===== config.mk =====
export PLATFORM = sky130hd
export DESIGN_NAME = mapper_discrete_flat
export DESIGN_NICKNAME = d
export VERILOG_FILES = /design/src/rtl/mapper_discrete_pkg.sv /design/src/rtl/mapper_discrete_if.sv /design/src/rtl/mapper_discrete_decode.sv /design/src/rtl/mapper_discrete.sv /design/src/flat_wrapper.sv
export SDC_FILE = /design/constraint.sdc
export NUM_CORES = 1
export LEC_CHECK = 0
export CORE_MARGIN = 2
export CORE_UTILIZATION = 26
export DETAILED_ROUTE_END_ITERATION = 10
export PLACE_DENSITY = 0.79
export SYNTH_ARGS = -nofsm -noshare
export SYNTH_HDL_FRONTEND = slang
export SYNTH_SLANG_ARGS = --single-unit

===== constraint.sdc =====
create_clock -name clk_i -period 1.7 [get_ports clk_i]
set_clock_uncertainty 0.05 [all_clocks]
set_input_delay 0.255 -clock clk_i [delete_from_list [all_inputs] [get_ports clk_i]]
set_output_delay 0.255 -clock clk_i [all_outputs]
set_load 0.03 [all_outputs]

===== src/rtl/mapper_discrete_pkg.sv =====
// Shared constants for the discrete-logic mapper: mode codes, write FSM states,
// nametable layout codes and a small mode helper.
package mapper_discrete_pkg;

  localparam logic [2:0] MAPPER_MODE_AXROM = 3'd0;
  localparam logic [2:0] MAPPER_MODE_UXROM = 3'd1;
  localparam logic [2:0] MAPPER_MODE_CNROM = 3'd2;
  localparam logic [2:0] MAPPER_MODE_GXROM = 3'd3;
  localparam logic [2:0] MAPPER_MODE_BNROM = 3'd4;
  localparam logic [2:0] MAPPER_MODE_NROM  = 3'd5;

  // Nametable layout codes shared with the PPU nametable mapper.
  localparam logic [2:0] NT_LAYOUT_HORIZONTAL   = 3'd0;
  localparam logic [2:0] NT_LAYOUT_VERTICAL     = 3'd1;
  localparam logic [2:0] NT_LAYOUT_SINGLE_LOWER = 3'd2;
  localparam logic [2:0] NT_LAYOUT_SINGLE_UPPER = 3'd3;
  localparam logic [2:0] NT_LAYOUT_FOUR_SCREEN  = 3'd4;

  typedef enum logic [1:0] {
    ST_IDLE   = 2'd0,
    ST_FETCH  = 2'd1,
    ST_COMMIT = 2'd2
  } wr_state_e;

  // Codes 5..7 all behave as NROM.
  function automatic logic is_nrom_mode(input logic [2:0] mode);
    return mode >= MAPPER_MODE_NROM;
  endfunction

endpackage


===== src/rtl/mapper_discrete_if.sv =====
// Bus-conflict ROM read port: request/address from the mapper, same-cycle
// acknowledge and data from the PRG memory controller.
interface mapper_discrete_if #(
  parameter int PRG_ADDR_W = 19
);
  logic                  bc_rd_req_o;
  logic [PRG_ADDR_W-1:0] bc_rd_addr_o;
  logic                  bc_rd_ack_i;
  logic [7:0]            bc_rd_data_i;

  modport master (
    output bc_rd_req_o,
    output bc_rd_addr_o,
    input  bc_rd_ack_i,
    input  bc_rd_data_i
  );

  modport slave (
    input  bc_rd_req_o,
    input  bc_rd_addr_o,
    output bc_rd_ack_i,
    output bc_rd_data_i
  );
endinterface


===== src/rtl/mapper_discrete_decode.sv =====
// Combinational PRG/CHR address and nametable layout composition from mode and
// bank register; no latency, no flow control.
module mapper_discrete_decode
  import mapper_discrete_pkg::*;
#(
  parameter int PRG_ADDR_W = 19,
  parameter int CHR_ADDR_W = 18
) (
  input  logic [2:0]            mode,
  input  logic [7:0]            bank,
  input  logic [7:0]            prg_last_bank,
  input  logic [2:0]            hdr_layout,
  input  logic [14:0]           prg_addr,
  input  logic [12:0]           chr_addr,
  output logic [PRG_ADDR_W-1:0] prg_rom_addr,
  output logic [CHR_ADDR_W-1:0] chr_mem_addr,
  output logic [2:0]            nametable_layout
);

  // No discrete board wires the top two bank bits.
  logic unused_bank;
  assign unused_bank = &{1'b0, bank[7:6]};

  // Casts zero-extend or drop the MSBs of an overflowing bank index.
  always_comb begin
    prg_rom_addr     = PRG_ADDR_W'(prg_addr);
    chr_mem_addr     = CHR_ADDR_W'(chr_addr);
    nametable_layout = hdr_layout;
    case (mode)
      MAPPER_MODE_AXROM: begin
        prg_rom_addr     = PRG_ADDR_W'({bank[2:0], prg_addr});
        nametable_layout = bank[4] ? NT_LAYOUT_SINGLE_UPPER : NT_LAYOUT_SINGLE_LOWER;
      end
      MAPPER_MODE_UXROM: begin
        if (prg_addr[14]) begin
          prg_rom_addr = PRG_ADDR_W'({prg_last_bank, prg_addr[13:0]});
        end else begin
          prg_rom_addr = PRG_ADDR_W'({bank[3:0], prg_addr[13:0]});
        end
      end
      MAPPER_MODE_CNROM: begin
        chr_mem_addr = CHR_ADDR_W'({bank[1:0], chr_addr});
      end
      MAPPER_MODE_GXROM: begin
        prg_rom_addr = PRG_ADDR_W'({bank[5:4], prg_addr});
        chr_mem_addr = CHR_ADDR_W'({bank[1:0], chr_addr});
      end
      MAPPER_MODE_BNROM: begin
        prg_rom_addr = PRG_ADDR_W'({bank[1:0], prg_addr});
      end
      default: ;
    endcase
  end

endmodule


===== src/rtl/mapper_discrete.sv =====
// AxROM/UxROM/CNROM/GxROM/BNROM/NROM mapper; address outputs are combinational, bank writes land 2 (or 3+) cycles later.
// Writes arriving while busy are dropped. MAPPER_DISCRETE_BUS_CONFLICT_EN enables the ROM-AND bus-conflict fetch with timeout.
module mapper_discrete
  import mapper_discrete_pkg::*;
#(
  parameter int PRG_ADDR_W     = 19,
  parameter int PRG_RAM_ADDR_W = 15,
  parameter int CHR_ADDR_W     = 18,
  parameter int BC_TIMEOUT     = 15
) (
  input  logic                      clk_i,
  input  logic                      rst_i,
  input  logic [2:0]                mode_i,
  input  logic [2:0]                hdr_layout_i,
  input  logic [7:0]                prg_last_bank_i,
  input  logic                      mapper_wr_i,
  input  logic [14:0]               mapper_wr_addr_i,
  input  logic [7:0]                mapper_wr_data_i,
  input  logic [14:0]               prg_rom_addr_i,
  input  logic [12:0]               prg_ram_addr_i,
  input  logic [12:0]               chr_mem_addr_i,
  mapper_discrete_if.master         bc,
  output logic                      mapper_busy_o,
  output logic                      bc_timeout_o,
  output logic [PRG_ADDR_W-1:0]     prg_rom_addr_o,
  output logic [PRG_RAM_ADDR_W-1:0] prg_ram_addr_o,
  output logic [CHR_ADDR_W-1:0]     chr_mem_addr_o,
  output logic [2:0]                nametable_layout_o
);

  logic [2:0]  mode_r;
  logic        mode_lat_r;
  logic [7:0]  bank_r;
  wr_state_e   state_r, state_nxt;
  logic [14:0] wr_addr_r, wr_addr_nxt;
  logic [7:0]  wr_data_r, wr_data_nxt;
  logic        wr_accept;

  // mode_r resets to NROM so nothing is banked until the header mode is latched.
  always_ff @(posedge clk_i or posedge rst_i) begin
    if (rst_i) begin
      mode_r     <= MAPPER_MODE_NROM;
      mode_lat_r <= 1'b0;
    end else if (!mode_lat_r) begin
      mode_r     <= mode_i;
      mode_lat_r <= 1'b1;
    end
  end

  assign wr_accept = mapper_wr_i && mode_lat_r && !is_nrom_mode(mode_r);

`ifdef MAPPER_DISCRETE_BUS_CONFLICT_EN
  localparam int CNT_W = $clog2(BC_TIMEOUT + 1);
  localparam logic [CNT_W-1:0] CNT_LAST = CNT_W'(BC_TIMEOUT - 1);

  logic [CNT_W-1:0]      cnt_r, cnt_nxt;
  logic                  timeout_r;
  logic                  timeout_set;
  logic [PRG_ADDR_W-1:0] bc_prg_addr;
  logic [CHR_ADDR_W-1:0] unused_bc_chr;
  logic [2:0]            unused_bc_nt;

  // Conflict read address goes through the same banking as live CPU fetches.
  mapper_discrete_decode #(
    .PRG_ADDR_W (PRG_ADDR_W),
    .CHR_ADDR_W (CHR_ADDR_W)
  ) u_bc_decode (
    .mode             (mode_r),
    .bank             (bank_r),
    .prg_last_bank    (prg_last_bank_i),
    .hdr_layout       (hdr_layout_i),
    .prg_addr         (wr_addr_r),
    .chr_addr         (13'd0),
    .prg_rom_addr     (bc_prg_addr),
    .chr_mem_addr     (unused_bc_chr),
    .nametable_layout (unused_bc_nt)
  );

  assign bc.bc_rd_req_o  = (state_r == ST_FETCH);
  assign bc.bc_rd_addr_o = bc_prg_addr;
  assign bc_timeout_o    = timeout_r;
`else
  localparam int unused_bc_timeout = BC_TIMEOUT;
  logic unused_bc_in;
  assign unused_bc_in    = &{1'b0, bc.bc_rd_ack_i, bc.bc_rd_data_i};
  assign bc.bc_rd_req_o  = 1'b0;
  assign bc.bc_rd_addr_o = '0;
  assign bc_timeout_o    = 1'b0;
`endif

  always_comb begin
    state_nxt   = state_r;
    wr_addr_nxt = wr_addr_r;
    wr_data_nxt = wr_data_r;
`ifdef MAPPER_DISCRETE_BUS_CONFLICT_EN
    cnt_nxt     = cnt_r;
    timeout_set = 1'b0;
`endif
    case (state_r)
      ST_IDLE: begin
        if (wr_accept) begin
          wr_addr_nxt = mapper_wr_addr_i;
          wr_data_nxt = mapper_wr_data_i;
`ifdef MAPPER_DISCRETE_BUS_CONFLICT_EN
          cnt_nxt     = '0;
          state_nxt   = ST_FETCH;
`else
          state_nxt   = ST_COMMIT;
`endif
        end
      end
`ifdef MAPPER_DISCRETE_BUS_CONFLICT_EN
      // Leaving on the cycle the count would reach BC_TIMEOUT gives BC_TIMEOUT FETCH cycles.
      ST_FETCH: begin
        if (bc.bc_rd_ack_i) begin
          wr_data_nxt = wr_data_r & bc.bc_rd_data_i;
          state_nxt   = ST_COMMIT;
        end else if (cnt_r == CNT_LAST) begin
          timeout_set = 1'b1;
          state_nxt   = ST_COMMIT;
        end else begin
          cnt_nxt = cnt_r + 1'b1;
        end
      end
`endif
      ST_COMMIT: state_nxt = ST_IDLE;
      default:   state_nxt = ST_IDLE;
    endcase
  end

  always_ff @(posedge clk_i or posedge rst_i) begin
    if (rst_i) begin
      state_r   <= ST_IDLE;
      wr_addr_r <= '0;
      wr_data_r <= '0;
      bank_r    <= 8'h00;
`ifdef MAPPER_DISCRETE_BUS_CONFLICT_EN
      cnt_r     <= '0;
      timeout_r <= 1'b0;
`endif
    end else begin
      state_r   <= state_nxt;
      wr_addr_r <= wr_addr_nxt;
      wr_data_r <= wr_data_nxt;
      if (state_r == ST_COMMIT) begin
        bank_r <= wr_data_r;
      end
`ifdef MAPPER_DISCRETE_BUS_CONFLICT_EN
      cnt_r     <= cnt_nxt;
      timeout_r <= timeout_r | timeout_set;
`endif
    end
  end

  assign mapper_busy_o  = (state_r != ST_IDLE);
  assign prg_ram_addr_o = PRG_RAM_ADDR_W'(prg_ram_addr_i);

  mapper_discrete_decode #(
    .PRG_ADDR_W (PRG_ADDR_W),
    .CHR_ADDR_W (CHR_ADDR_W)
  ) u_decode (
    .mode             (mode_r),
    .bank             (bank_r),
    .prg_last_bank    (prg_last_bank_i),
    .hdr_layout       (hdr_layout_i),
    .prg_addr         (prg_rom_addr_i),
    .chr_addr         (chr_mem_addr_i),
    .prg_rom_addr     (prg_rom_addr_o),
    .chr_mem_addr     (chr_mem_addr_o),
    .nametable_layout (nametable_layout_o)
  );

endmodule


===== src/flat_wrapper.sv =====
// flat-port wrapper written by rule: the top's interface ports become plain ports
module mapper_discrete_flat import mapper_discrete_pkg::*;
#(
  parameter int PRG_ADDR_W     = 19,
  parameter int PRG_RAM_ADDR_W = 15,
  parameter int CHR_ADDR_W     = 18,
  parameter int BC_TIMEOUT     = 15
)
  (clk_i, rst_i, mode_i, hdr_layout_i, prg_last_bank_i, mapper_wr_i, mapper_wr_addr_i, mapper_wr_data_i, prg_rom_addr_i, prg_ram_addr_i, chr_mem_addr_i, mapper_busy_o, bc_timeout_o, prg_rom_addr_o, prg_ram_addr_o, chr_mem_addr_o, nametable_layout_o, bc_bc_rd_req_o, bc_bc_rd_addr_o, bc_bc_rd_ack_i, bc_bc_rd_data_i);
  mapper_discrete_if #(.PRG_ADDR_W(PRG_ADDR_W)) bc_i ();
  input  logic clk_i;
  input  logic rst_i;
  input  logic [2:0] mode_i;
  input  logic [2:0] hdr_layout_i;
  input  logic [7:0] prg_last_bank_i;
  input  logic mapper_wr_i;
  input  logic [14:0] mapper_wr_addr_i;
  input  logic [7:0] mapper_wr_data_i;
  input  logic [14:0] prg_rom_addr_i;
  input  logic [12:0] prg_ram_addr_i;
  input  logic [12:0] chr_mem_addr_i;
  output logic mapper_busy_o;
  output logic bc_timeout_o;
  output logic [PRG_ADDR_W-1:0] prg_rom_addr_o;
  output logic [PRG_RAM_ADDR_W-1:0] prg_ram_addr_o;
  output logic [CHR_ADDR_W-1:0] chr_mem_addr_o;
  output logic [2:0] nametable_layout_o;
  output wire logic [$bits(bc_i.bc_rd_req_o)-1:0] bc_bc_rd_req_o;
  output wire logic [$bits(bc_i.bc_rd_addr_o)-1:0] bc_bc_rd_addr_o;
  input wire logic [$bits(bc_i.bc_rd_ack_i)-1:0] bc_bc_rd_ack_i;
  input wire logic [$bits(bc_i.bc_rd_data_i)-1:0] bc_bc_rd_data_i;
  assign bc_bc_rd_req_o = bc_i.bc_rd_req_o;
  assign bc_bc_rd_addr_o = bc_i.bc_rd_addr_o;
  assign bc_i.bc_rd_ack_i = bc_bc_rd_ack_i;
  assign bc_i.bc_rd_data_i = bc_bc_rd_data_i;
  mapper_discrete #(.PRG_ADDR_W(PRG_ADDR_W), .PRG_RAM_ADDR_W(PRG_RAM_ADDR_W), .CHR_ADDR_W(CHR_ADDR_W), .BC_TIMEOUT(BC_TIMEOUT)) u_core (.clk_i(clk_i), .rst_i(rst_i), .mode_i(mode_i), .hdr_layout_i(hdr_layout_i), .prg_last_bank_i(prg_last_bank_i), .mapper_wr_i(mapper_wr_i), .mapper_wr_addr_i(mapper_wr_addr_i), .mapper_wr_data_i(mapper_wr_data_i), .prg_rom_addr_i(prg_rom_addr_i), .prg_ram_addr_i(prg_ram_addr_i), .chr_mem_addr_i(chr_mem_addr_i), .bc(bc_i), .mapper_busy_o(mapper_busy_o), .bc_timeout_o(bc_timeout_o), .prg_rom_addr_o(prg_rom_addr_o), .prg_ram_addr_o(prg_ram_addr_o), .chr_mem_addr_o(chr_mem_addr_o), .nametable_layout_o(nametable_layout_o));
endmodule

---- Word-level counts from Yosys, hierarchy flattened ----
Index checks and enable logic that the tools add are counted.
cells by class
  equal/unequal tests ..................... 6
  muxes and demuxes ....................... 7
  magnitude comparators ................... 1
  reduce and logical (&&, ||, !) cells .... 8
operator list
  cell                  count
  $pmux W19 S4          1
  $mux W19              1
  $mux W15              1
  $eq A3 B2 Y1 const B  2
  $mux W2               2
  $eq A3 B1 Y1 const B  1
  $eq A3 B3 Y1 const B  1
  $ge A3 B3 Y1 const B  1
  $logic_not A3 Y1      1
  $mux W3               1
  $eq A2 B2 Y1 const B  1
  $logic_and A1 B1 Y1   2
  $logic_not A2 Y1      1
  $ne A2 B1 Y1 const B  1
  $reduce_and A2 Y1     1
  $reduce_bool A2 Y1    1
  $reduce_or A2 Y1      1
  $logic_not A1 Y1      1
  $mux W1               1
word-level totals
  input port bits ......................... 90
  word-level logic and storage cells ...... 27
  flip-flop bits (word level) ............. 18

---- Logic depth before layout (Yosys ltp) ----
Gate-level depths: netlist (run 1).
  word-level depth ........................ 5
  depth in mapped cells ................... 4
  gate-level depth less buffers ........... 3

---- Modules after synthesis ----
From an unflattened synthesis (run 1), not the netlist that was laid out.
second synthesis, totals
  cell total of the unflattened synthesis .. 139
  area, all modules ....................... 1486.4 um^2
by module, submodules not included
  module                  cells an instance  area an instance (um^2)  instances
  mapper_discrete         83                 1071.0                   1
  mapper_discrete_decode  56                 415.4                    1

---- Worst setup path after synthesis (run 1) ----
OpenSTA, ideal clock, no wires.
  path kind ............................... register to output
  start point ............................. reg u_core.mode_r[0]
  end point ............................... out prg_rom_addr_o[17]
  arrival ................................. 2.183 ns
  path slack .............................. -0.788 ns
  cell stages (with the launch flop) ...... 3
  buffers on the path ..................... 0
  cells stage by stage .................... dfstp_2 -> nor2_1 -> a2111oi_0
between the ends
  longest elaborated chain between the ends .. 2
ends and longest elaborated chain
  element                                     RTL line                      source
  start, declared                             mapper_discrete.sv:31         logic [2:0] mode_r;
  start signal, assigned                      mapper_discrete.sv:45         mode_r <= mode_i;
  $eq A3 B3 Y1, or another cell as far along  mapper_discrete_decode.sv:29  case (mode)
  $pmux W19 S4 *                              mapper_discrete_decode.sv:29
  end, declared                               flat_wrapper.sv:24            output logic [PRG_ADDR_W-1:0] prg_rom_addr_o;
Mark *: on every way between the ends. The rest lies on a longest branch, timed or not.

---- Worst setup path in the final report (run 1) ----
  start point ............................. reg u_core.mode_r[0]
  end point ............................... out prg_rom_addr_o[18]
The elaborated chain is that of the path after synthesis.

==> results of run 1 <==
==> kinds of logic (layout without fill, tap and decap cells) <==
family,Yosys count,after routing
simple gates,15,15
mux,17,17
other cells,2,27
flops,17,17
buf+inv,73,54
compound gates,10,10
==> sequential cells by signal, indices dropped and copies added, names as in the netlist <==
| register | flops |
|---|---|
| u_core.bank_r | 6 |
| u_core.state_r | 1 |
| u_core.wr_data_r | 6 |
| u_core.mode_r | 3 |
| u_core.mode_lat_r | 1 |
==> timing repair <==
action / 4_1_cts / 5_1_grt
gates resized for setup: 38 / 4
setup buffers: 3 / 0
pin swaps: 2 / 2
setup endpoints to repair: 8 / 9
==> layout by cell type (no fill, tap or decap), types with 2 or more instances in the layout <==
master            n
conb_1           27
mux2_2           16
clkdlybuf4s50_1  19
a211oi_1          2
nand2_1           2
clkdlybuf4s15_2   2
buf_6             7
o21ai_1           3
inv_1             4
buf_4            16
nor2b_1           3
dfstp_2           2
clkbuf_8          3
dfrtp_1          15
==> power groups by stage <==
stage,registers [mW],clock network (mW),logic (mW)
after floorplan,0.589,0,0.578
after global placement,0.591,0,0.572
after detailed placement,0.597,0,0.587
after CTS,0.596,0.302,0.630
after global routing,0.609,0.323,0.682
final,0.597,0.296,0.635
==> synthesized netlist by cell type <==
cell        n
nor3_1      1
buf_2       1
inv_1       4
a31oi_1     1
nor2b_1     4
o21ai_0     4
dfrtp_1    15
or2_2       1
nand4b_4    1
a211oi_1    2
and3b_2     1
nor2_1      2
dfstp_2     2
buf_6       1
conb_1      2
a21oi_1     1
nor3b_1     2
o21ai_2     1
buf_4      67
and3_1      1
a2111oi_0   1
mux2_2     16
mux2i_1     1
nand2_1     2
==> critical path: cells and delay by family, from the launching register on <==
kind / cells / cell delay (ps)
and+or+nand+nor: 2 / 350
DFF: 1 / 550
buffers and inverters: 3 / 370
==> final cells by class <==
cell class / instances / area (µm²)
clock buffers: 4 / 45.0
fillers: 515 / 3480
inverters: 4 / 15.0
multi-input cells: 69 / 527
flip-flops and latches: 17 / 428
well taps: 70 / 87.6
repair buffers: 46 / 425
==> per-layer routing <==
layer	wire length [µm]	up-vias	share of wire, %	GRT usage (%)
li1	-	352	-	-
met4	95	0	3.9	5.26
met1	791	350	32	8.39
met5	0	-	0	0
met2	1250	67	51	15.0
met3	329	16	13	4.10
==> per-stage QoR <==
step	utilization, %	power [mW]
final	30.5	1.53
after global routing	30.5	1.61
after detailed placement	27.7	1.18
after CTS	30.2	1.53
after floorplan	-	1.17
after global placement	27.7	1.16
==> path summary, 6_finish.rpt <==
| path | startpoint | cells after the start | to | slack [ps] |
|---|---|---|---|---|
| worst max-delay path | u_core.mode_r[0]$_DFFE_PP1N_ | 5 | prg_rom_addr_o[18] | -140 |
| worst min-delay path | rst_i | 3 | u_core.wr_data_r[4]$_DFFE_PP0P_ | 260 |
| worst max register to register | u_core.mode_r[0]$_DFFE_PP1N_ | 5 | u_core.wr_data_r[2]$_DFFE_PP0P_ | 180 |
| worst min register to register | u_core.wr_data_r[0]$_DFFE_PP0P_ | 1 | u_core.bank_r[0]$_DFFE_PP0P_ | 470 |
| max in group asynchronous | rst_i | 3 | u_core.mode_r[2]$_DFFE_PP1N_ | 1090 |
| min in group clk_i | chr_mem_addr_i[10] | 0 | chr_mem_addr_o[10] | 460 |
==> results.md, run 1 <==
- Multiplexer share of the synthesized area: 14.3%
- Worst Path Class, Setup: flop to output pin
- Cell Area, Synth: 0.00133 mm²
- Synthesis-to-finish area growth: 14.9%
- Synth Area in Simple Gates: 8.00%
- Row count: 26
- Violated checks: negative setup slack
- Hold_buf cts: 0
- Status: complete, but fails checks
- Final Critical Period: 1840 ps
- Global-route usage over all layers: 8.68%
- VDD IR-drop max: 598 µV
- Antenna violations before repair: 0
- Root Driver: clkbuf_8
- Layout cell share with drive strength beyond 1: 42.9%
- Die area: 0.00570 mm²
- DRT antenna net count: 0
- WL/cell: 11.7 µm
- Slowest stage cell, crit path: dfstp_2
- WL final: 2.46 mm
- Worst min path class: input pin to asynchronous set/reset pin
- Largest family of logic cells by synthesized area: buffers and inverters
- Yosys reg bits: 17
- Internal: 1.00 mW
- WHS: 260 ps
- Fin cells: 210
- Adder-Cell Fraction of Synth Area: 0%
- Final-report hold violation count: 0
- Final worst slack: -140 ps
- CP max FO: 5
- FMAX: 0.543 GHz
- Initial DRT Pass Iterations: 4
- Post-route setup TNS: -452 ps
- Core box area: 0.00501 mm²
- Vias in the first global route: 755
- Final worst-path cycle share: 108%
- Via density: 3.74
- Unrepaired setup endpoints after global routing: true
- Critical Path Most Common Cell: buf_6
- Max-cap violations: 0
- Die height: 75.5 µm
- Htree depth: 1
- Reg clk slew, reported paths: 60 ps
- Die width: 75.5 µm
- Clock sink total: 17
- DRC: 0
- TritonCTS clock tree: built
- Routability congestion estimate: 0.831
- CP max stage delay: 550 ps
- # port buffers: 31
- Clk_lat worst skew: 250 ps
- Synth top area cells: buf_4 38%, dfrtp_1 28%, mux2_2 14%, dfstp_2 4.0%, nor2b_1 1.9%
- Sw Share: 34.3%
- Sw Pwr: 0.524 mW
- Share of the synthesized area in the top cell type: 37.8%
- Final setup fails: 5
- Via count: 785
- Post-Synth XOR/XNOR Area: 0%
- Placed Area: 0.00139 mm²
- Drt initial violations: 8
- Pre-CTS setup slack: -435 ps
- Initial Utilization: 26.5%
- CTS Buffer Depth: 2
- Nets@finish: 231
- CTS Buf Count: 3
- GR Overflow Total: 0
- Synth Warn #: 0
- First-pass GRT wire length: 3.71 mm
- Syn_area_per_cell: 9.93 µm²
- Final-report max-slew violation count: 0
- I/O pin cnt: 167
- Largest net degree at the start of global routing: 18
- Cell taking the most area after synthesis: buf_4
- Combinational Power Share: 41.6%
- Post-route cell area: 0.00153 mm²
- Worst Path Arrival: 1540 ps
- Worst-path cell chain: buf_6 > nor3b_4 > buf_4 > and3_4 > buf_6
- PwrDens: 1000 mW/mm²
- Sequential share of power: 39.1%
- Critical path required time: 1390 ps
- Sequential element share of the synthesized area: 32.2%
- Dpl hpwl: 1.97 mm
- CP Capture Type: output pin
- ANT cells: 0
- Cell count after synthesis: 134
- Inst Count DP: 203
- Startpoint class of the critical path: flop
- Leakage power: 0.690 nW
- Synth Area in Compound Gates: 4.80%
- Clock power frac: 19.4%
- Synth cell types: 24
No activity file was read; power rests on OpenSTA's default activity.
==> run 2, diff against run 1 <==
- RECOVER_POWER: not set -> 50
==> results of run 2 <==
The final DEF is identical to that of run 1; final timing and power are the same.
==> run 3, diff against run 2 <==
- CORE_UTILIZATION: 26 -> 28
- PLACE_DENSITY: 0.79 -> 0.8
- SYNTH_HIERARCHICAL: not set -> 1
==> run 3 against run 2 <==
The flow still finishes with violations (negative setup slack). Worst hold slack got worse by 4.9 ps. Fmax fell by 1.8%. Critical endpoint is now prg_rom_addr_o[14]. Sequential share of layout area fell by 0.45 points. Routed wire length rose by 4.5%.
==> results.md, run 3 <==
- Status: complete, but fails checks
- Violated checks: negative setup slack
- Power Total: 1.55 mW
- Drt initial violations: 3
- CP max stage delay: 540 ps
- Initial Utilization: 28.8%
- Fin cells: 193
- Combinational Power Share: 41.2%
- Final worst-path cycle share: 110%
- Hold_buf cts: 0
- Worst Path Class, Setup: flop to output pin
- Worst min path class: input pin to asynchronous set/reset pin
- Met3 Track Usage GR: 2.21%
- Dpl hpwl: 2.02 mm
- Final-report hold violation count: 0
- Top flop regs: u_core/bank_r: 6 flops, u_core/wr_data_r: 6 flops, u_core/mode_r: 3 flops
- Post-route cell area: 0.00155 mm²
- Layer with the highest usage: met2
- Die height: 73.2 µm
- DRC: 0
- VDD IR-drop max: 508 µV
- Worst Reg-to-Reg Cells: 7
- Final Critical Period: 1870 ps
- Cell count after synthesis: 131
- Met1 Resource Use GR: 9.27%
- Grt met2 use: 18.2%
- Reg clk slew, reported paths: 60 ps
- Synth Warn #: 6
- Worst-path cell chain: buf_6 > buf_6 > nor3b_4 > a21oi_2 > a21oi_2 > buf_6
- WL final: 2.57 mm
- CP Capture Type: output pin
- PwrDens: 996 mW/mm²
- Unrepaired setup endpoints after global routing: true
- Row count: 25
- CP max FO: 3
- Startpoint class of the critical path: flop
- Via count: 803
- Cell Area, Synth: 0.00134 mm²
- CTS Buf Count: 3
- Clock power frac: 19.2%
- Htree depth: 1
- Final-report max-slew violation count: 0
- Routability congestion estimate: 0.643
- FMAX: 0.534 GHz
- Largest net degree at the start of global routing: 18
- Sw Share: 34.3%
- Initial DRT Pass Iterations: 2
- Clock sink total: 17
- Root Driver: clkbuf_8
- Worst Path Arrival: 1570 ps
- Sw Pwr: 0.531 mW
- Core box area: 0.00466 mm²
- I/O pin cnt: 167
- Die area: 0.00536 mm²
- CTS Buffer Depth: 2
- Max-cap violations: 0
- Synthesis-to-finish area growth: 15.8%
- Layout cell share with drive strength beyond 1: 46.0%
- Leakage power: 0.719 nW
- # port buffers: 31
- Syn_area_per_cell: 10.2 µm²
- Global-route usage over all layers: 9.96%
- DRT antenna net count: 0
- Placed Area: 0.00139 mm²
- Post-route setup TNS: -667 ps
- Die width: 73.2 µm
- Leading cell type in the layout, fill and taps excluded: conb_1
- First-pass GRT wire length: 3.91 mm
- Nets@finish: 230
- Final worst slack: -173 ps
- Clk_lat worst skew: 250 ps
- Slowest stage cell, crit path: dfstp_2
- Critical path required time: 1390 ps
- Internal: 1.02 mW
- Sequential share of power: 39.6%
- TritonCTS clock tree: built
- Via density: 4.16
- GR Overflow Total: 0
- WL/cell: 13.3 µm
- Antenna violations before repair: 0
- WHS: 255 ps
- Inst Count DP: 183
- Critical Path Most Common Cell: buf_6
- Vias in the first global route: 785
- Commonest non-fill, non-tap cells in the layout: 27 x conb_1, 20 x clkdlybuf4s50_1, 18 x mux2_2, 15 x dfrtp_1, 14 x buf_4
- Final setup fails: 7
- ANT cells: 0
-- run 3: stage by stage --
stage	setup WS, ps	utilization (%)
2_1_floorplan	9.69	-
3_3_place_gp	-454	29.9
3_5_place_dp	-513	29.9
4_1_cts	-191	33.1
5_1_grt	-239	33.3
6_report	-173	33.3
-- run 3: cell type report --
type                            count  area [µm²]
Fill cell                         478        3110
Multi-Input combinational cell     68         533
Timing Repair Buffer               48         472
Sequential cell                    17         428
Tap cell                           54        67.6
Clock buffer                        4        45.0
Inverter                            2        7.51
-- run 3: final timing paths --
path | startpoint | end | slack [ps]
max | u_core/mode_r[0]$_DFFE_PP1N_ | prg_rom_addr_o[14] | -170
min | rst_i | u_core/wr_data_r[2]$_DFFE_PP0P_ | 250
max reg2reg | u_core/mode_r[0]$_DFFE_PP1N_ | u_core/wr_data_r[3]$_DFFE_PP0P_ | 30
min reg2reg | u_core/wr_data_r[3]$_DFFE_PP0P_ | u_core/wr_data_r[3]$_DFFE_PP0P_ | 450
max in group asynchronous | rst_i | u_core/mode_r[0]$_DFFE_PP1N_ | 1090
min in group clk_i | u_core/wr_data_r[3]$_DFFE_PP0P_ | u_core/wr_data_r[3]$_DFFE_PP0P_ | 450
-- run 3: metal layers --
| layer | vias to the layer above | wire length (µm) |
|---|---|---|
| met5 | - | 0 |
| met4 | 0 | 122 |
| met3 | 17 | 184 |
| met2 | 46 | 1440 |
| met1 | 388 | 824 |
| li1 | 352 | - |
-- run 3: power by group through the flow --
stage | logic (mW) | registers [mW] | clock network, mW
2_1_floorplan | 0.588 | 0.594 | 0
3_3_place_gp | 0.570 | 0.614 | 0
3_5_place_dp | 0.584 | 0.616 | 0
4_1_cts | 0.632 | 0.613 | 0.308
5_1_grt | 0.688 | 0.636 | 0.329
6_report | 0.638 | 0.612 | 0.296
-- run 3: timing repair --
action / 4_1_cts / 5_1_grt
setup endpoints to repair: 7 / 13
resized for setup: 31 / 7
pin swaps: 2 / 2
buffers inserted: 7 / 1
-- run 3: critical path: cells and delay by family, from the launching register on --
kind / cells / cell delay [ps]
DFF: 1 / 540
buffers and inverters: 3 / 360
and+or+nand+nor: 1 / 200
AOI/OAI and AO/OA: 2 / 220
